$ cat src/rtl/regfile_pkg.sv
// Shared constants for the decode-stage register file and its read ports.
package regfile_pkg;

  localparam int RF_DATA_W   = 32;
  localparam int RF_ADDR_W   = 5;
  localparam int RF_ZERO_IDX = 0;
  localparam int RF_DEPTH    = 2**RF_ADDR_W;

  // READ_LAT encodings
  localparam int RD_COMB = 0;
  localparam int RD_REG  = 1;

endpackage

$ cat src/rtl/regfile_rd_port.sv
// One read port of the register file: entry select, write bypass, zero-entry
// forcing and an optional output register.
module regfile_rd_port
  import regfile_pkg::*;
#(
  parameter int DATA_W   = RF_DATA_W,
  parameter int ADDR_W   = RF_ADDR_W,
  parameter int ZERO_REG = 1,
  parameter int READ_LAT = RD_COMB,
  parameter int BYPASS   = 1
) (
  input  logic                           clk,
  input  logic                           rst_n,
  input  logic [(2**ADDR_W)*DATA_W-1:0]  mem_i,
  input  logic                           we_i,
  input  logic [ADDR_W-1:0]              waddr_i,
  input  logic [DATA_W-1:0]              wdata_i,
  input  logic                           re_i,
  input  logic [ADDR_W-1:0]              raddr_i,
  output logic [DATA_W-1:0]              rdata_o,
  output logic                           rvalid_o
);

  logic              is_zero;
  logic              bypass_hit;
  logic [DATA_W-1:0] src;

  assign is_zero    = (ZERO_REG != 0) && (raddr_i == ADDR_W'(RF_ZERO_IDX));
  assign bypass_hit = (BYPASS != 0) && we_i && (waddr_i == raddr_i);

  // Zero forcing outranks the bypass so entry 0 can never leak write data.
  always_comb begin
    src = mem_i[raddr_i*DATA_W +: DATA_W];
    if (is_zero) begin
      src = '0;
    end else if (bypass_hit) begin
      src = wdata_i;
    end
  end

  generate
    if (READ_LAT == RD_REG) begin : g_reg
      logic [DATA_W-1:0] rdata_q;
      logic              rvalid_q;

      always_ff @(posedge clk or negedge rst_n) begin
        if (!rst_n) begin
          rdata_q  <= '0;
          rvalid_q <= 1'b0;
        end else begin
          rvalid_q <= re_i;
          if (re_i) begin
            rdata_q <= src;
          end
        end
      end

      assign rdata_o  = rdata_q;
      assign rvalid_o = rvalid_q;
    end else begin : g_comb
      logic unused_clk_rst;
      assign unused_clk_rst = &{1'b0, clk, rst_n};
      assign rdata_o  = re_i ? src : '0;
      assign rvalid_o = re_i;
    end
  endgenerate

endmodule

$ cat src/rtl/regfile_nrd.sv
// Register file with one write port and NUM_RD independent read ports; holds
// the storage array and write logic, each read port is a regfile_rd_port.
module regfile_nrd
  import regfile_pkg::*;
#(
  parameter int DATA_W   = RF_DATA_W,
  parameter int ADDR_W   = RF_ADDR_W,
  parameter int NUM_RD   = 2,
  parameter int ZERO_REG = 1,
  parameter int READ_LAT = RD_COMB,
  parameter int BYPASS   = 1
) (
  input  logic                     clk,
  input  logic                     rst_n,
  input  logic                     we,
  input  logic [ADDR_W-1:0]        waddr,
  input  logic [DATA_W-1:0]        wdata,
  input  logic [NUM_RD-1:0]        re,
  input  logic [NUM_RD*ADDR_W-1:0] raddr,
  output logic [NUM_RD*DATA_W-1:0] rdata,
  output logic [NUM_RD-1:0]        rvalid
);

  localparam int DEPTH = 2**ADDR_W;

  logic [DEPTH*DATA_W-1:0] mem_q;
  logic [DEPTH*DATA_W-1:0] mem_d;
  logic                    wr_ok;

  assign wr_ok = we && !((ZERO_REG != 0) && (waddr == ADDR_W'(RF_ZERO_IDX)));

  always_comb begin
    mem_d = mem_q;
    if (wr_ok) begin
      mem_d[waddr*DATA_W +: DATA_W] = wdata;
    end
  end

  always_ff @(posedge clk or negedge rst_n) begin
    if (!rst_n) begin
      mem_q <= '0;
    end else begin
      mem_q <= mem_d;
    end
  end

  generate
    for (genvar p = 0; p < NUM_RD; p++) begin : g_rd
      regfile_rd_port #(
        .DATA_W   (DATA_W),
        .ADDR_W   (ADDR_W),
        .ZERO_REG (ZERO_REG),
        .READ_LAT (READ_LAT),
        .BYPASS   (BYPASS)
      ) u_port (
        .clk      (clk),
        .rst_n    (rst_n),
        .mem_i    (mem_q),
        .we_i     (we),
        .waddr_i  (waddr),
        .wdata_i  (wdata),
        .re_i     (re[p]),
        .raddr_i  (raddr[p*ADDR_W +: ADDR_W]),
        .rdata_o  (rdata[p*DATA_W +: DATA_W]),
        .rvalid_o (rvalid[p])
      );
    end
  endgenerate

endmodule

$ cat config.mk
export PLATFORM = sky130hd
export DESIGN_NAME = regfile_nrd
export DESIGN_NICKNAME = d
export VERILOG_FILES = /design/src/rtl/regfile_pkg.sv /design/src/rtl/regfile_rd_port.sv /design/src/rtl/regfile_nrd.sv
export SDC_FILE = /design/constraint.sdc
export NUM_CORES = 2
export LEC_CHECK = 0
export ABC_CLOCK_PERIOD_IN_PS = 2450
export BUFFER_PORTS_ARGS = -buffer_cell sky130_fd_sc_hd__buf_2
export CORE_ASPECT_RATIO = 1.1
export CORE_MARGIN = 1
export CORE_UTILIZATION = 40
export DETAILED_ROUTE_END_ITERATION = 8
export PLACE_DENSITY = 0.61
export SLEW_MARGIN = 20
export SYNTH_ARGS = -nofsm -noshare
export SYNTH_HDL_FRONTEND = slang
export SYNTH_HIERARCHICAL = 1
export SYNTH_SLANG_ARGS = --single-unit
$ cat constraint.sdc
create_clock -name clk -period 2.45 [get_ports clk]
set_input_delay 0.1225 -clock clk [delete_from_list [all_inputs] [get_ports clk]]
set_output_delay 0.1225 -clock clk [all_outputs]
set_load 0.1 [all_outputs]
==> results.yml <==
synth:
  syn_area_per_cell_um2: 9.97
  synthesis.nets: 5684
  synth_enable_flop_cells: 0
  ys_warn_count: 6
  syn-cell-area_um2: 56100
  yosysSeqAreaShare: 0.456
  yosysUniqueCellTypes: 56
  synth_top_flop_cell: "dfrtp_1"
  synthArstFlopShare: 1.00
  synth-seq-cells: 1024
  syn_inst: 5630
placed_design:
  gp_congestion: 0.956
  io_buffer_count: 117
  post_dp_cell_area_um2: 63200
  place.detailed.hpwl_um: 156000
cells_and_area:
  largest_reg_flops: 1024
  final_cell_mix: "nand2_1 (1,025), dfrtp_1 (1,024), mux2i_1 (713), o21ai_0 (611), mux2_2 (295)"
  top_register: "mem_q"
  mostFrequentLayoutCell: "nand2_1"
  layout-drive-gt1-share: 0.231
  multiInputGateArea_um2: 29600
  regArea_um2: 25600
  finalInstanceArea_um2: 68300
  area_delta_synth_final_pct: 21.7
  nNetsFinal: 5837
  fin_util: 0.493
  top_regs: "mem_q: 1024 flops"
  fillers: 12600
power:
  p_sw_uw: 13300
  p_comb_frac: 0.167
  p_seq_frac: 0.424
  intPower_uw: 31600
  leakagePower_uw: 0.0301
  swShare: 0.296
  powerDensity_nw_per_um2: 657
  vdd_drop_max_uv: 697
  pwr-share-clk: 0.408
clock_tree:
  cts_tree: "yes"
  ctsLongestPathBuffers: 3
  h-tree-depth: 3
  cts_inserted_buffers: 115
  path_clk_slew_ps: 70
  clkSinkCount: 1024
  clk-insertion-delay-late_ps: 740
  cts_root_buf: "clkbuf_16"
drt:
  wl_per_cell_um: 31.4
  drt_first_pass_iters: 7
  wirelength_um: 242000
  via_per_inst: 6.47
  num_vias: 49800
  drt_iter0_markers: 6258
  drc: 0
  ant_nets: 0
die:
  die_w_um: 359
  die_y_um: 395
  die_area_um2: 142000
  start_util: 0.405
  ios: 118
  coreArea_um2: 139000
  num_rows: 143
job:
  cap_violations: 0
setup_path:
  start_kind: "flop"
  cp.required_ps: 2330
  cp_max_fo: 3
  crit_type: "flop to output port"
  r2r_cells: 2
  r2r_start: "mem_q[284]"
  arrival_ps: 2710
  reg2reg_to: "mem_q[284]"
  cp-end-kind: "output port"
  ff2ff_setup_slack_ps: 1540
timing:
  fin_crit_ps: 2830
  post-route-period-util: 1.16
  relSlewSlack: 0.410
  rsz0062_at_grt: "true"
  worstMarginPinSlew_ps: 879
  final-hold-violation-count: 0
  drv_slew: 0
  fin_skew_ps: 0
  timing.fmax_ghz: 0.353
  fin_hold_ws_ps: 129
  setup_violations: 56
  setup_ws_ps: -380
run_status:
  violations: "setup timing"
  status: "finished with violations"
global_routing:
  grt_use_met1: 0.441
  grt_max_degree: 104
  grt_use_total: 0.336
  first_global_vias: 48700
  antenna_found_initial: 13
  overflow: 0
  grt_pass1_wl_um: 347000
  grt_use_met2: 0.493
  busiest_layer: "met2"
  grt_use_met3: 0.0962
worst_hold_path:
  hp-class: "input port to async pin"
power by group through the flow:
stage | combinational (uW) | clock, uW | sequential (uW)
finish | 7510 | 18300 | 19100
global route | 7890 | 19100 | 19200
CTS | 7290 | 18500 | 19000
detailed placement | 7110 | 0 | 19300
global placement | 7000 | 0 | 19200
floorplan | 4090 | 0 | 19000
how the worst max path moves through the flow:
stage | from | endpoint | slack (ps) | depth (start not counted)
after floorplan | waddr[0] | mem_q[898] | -90 | 13
after global routing | mem_q[392] | rdata[40] | -430 | 5
final | mem_q[392] | rdata[40] | -380 | 5
after detailed placement | raddr[5] | rdata[53] | -260 | 9
after CTS | mem_q[392] | rdata[8] | -360 | 5
after global placement | raddr[5] | rdata[53] | -280 | 9
layout make-up:
cell class | instances | share of cell area
Inverter | 4 | 0.000293
Sequential cell | 1024 | 0.375
Clock inverter | 57 | 0.00991
Clock buffer | 155 | 0.0480
Tap cell | 1812 | 0.0332
Antenna cell | 6 | 0.000220
Multi-Input combinational cell | 4082 | 0.433
Timing Repair Buffer | 556 | 0.101
timing repair:
action / 4_1_cts / 5_1_grt
setup buffers: 4 / 8
gates cloned: 0 / 0
pin swaps: 97 / 89
hold endpoints to repair: 1538 / 0
setup endpoints to repair: 64 / 63
gates resized for setup: 143 / 64
hold buffers: 34 / 0
cell usage after synthesis, types with 5 or more instances:
cell type  count  area [um2]
a211oi_1      24         180
a21oi_1      108         541
a221oi_1      16         140
a22oi_1       84         631
a31oi_1       14        87.6
and2_1        37         231
buf_1         14        52.6
buf_2        139         696
buf_4         32         240
buf_6         12         135
buf_8          6        90.1
clkbuf_1     317        1190
dfrtp_1     1024       25600
mux2_2       302        3400
mux2i_1      713        7140
mux4_2       100        2250
nand2_1     1043        3920
nand2b_1      11        68.8
nand3_1       65         325
nand4_1       55         344
nor2_1       245         920
nor2b_1       35         219
nor3_1        30         150
nor3b_1       16         120
o2111ai_1     32         280
o21ai_0      635        3180
o21ai_1        5        25.0
o221a_1       50         563
o221ai_1      14         123
o22ai_1      184        1150
o31ai_1      193        1450
o32a_1        14         140
or2_2          7        43.8
xor2_1        11        96.3
per-layer routing:
| metal | part of all wire | vias up |
|---|---|---|
| met1 | 0.39 | 24900 |
| li1 | - | 20800 |
| met5 | 0.00037 | - |
| met3 | 0.12 | 925 |
| met2 | 0.42 | 3189 |
| met4 | 0.067 | 12 |
cells by family after synthesis:
group / count (synthesis) / synth area share
flops: 1024 / 0.456
fa+ha+maj: 2 / 0.000446
compound gates: 1379 / 0.152
mux: 1116 / 0.228
xor+xnor: 15 / 0.00234
simple gates: 1570 / 0.117
buf+inv: 524 / 0.0431
worst max-delay path: stages, from the launching register on:
cell and delay [ps]:
dfrtp_1 400, mux4_2 480, o2111ai_2 240, nand4_1 270
o221a_1 350, buf_12 180
stage by stage:
stage	worst slack, ps	setup TNS [ps]	total power (uW)	std cells
floorplan	-94.9	-3900	23100	5630
global placement	-281	-9750	26200	7455
detailed placement	-259	-7070	26400	7455
CTS	-358	-10330	44800	7684
global route	-428	-11770	46200	7694
finish	-380	-8580	44900	7696
Power figures use the tool's default switching activity.
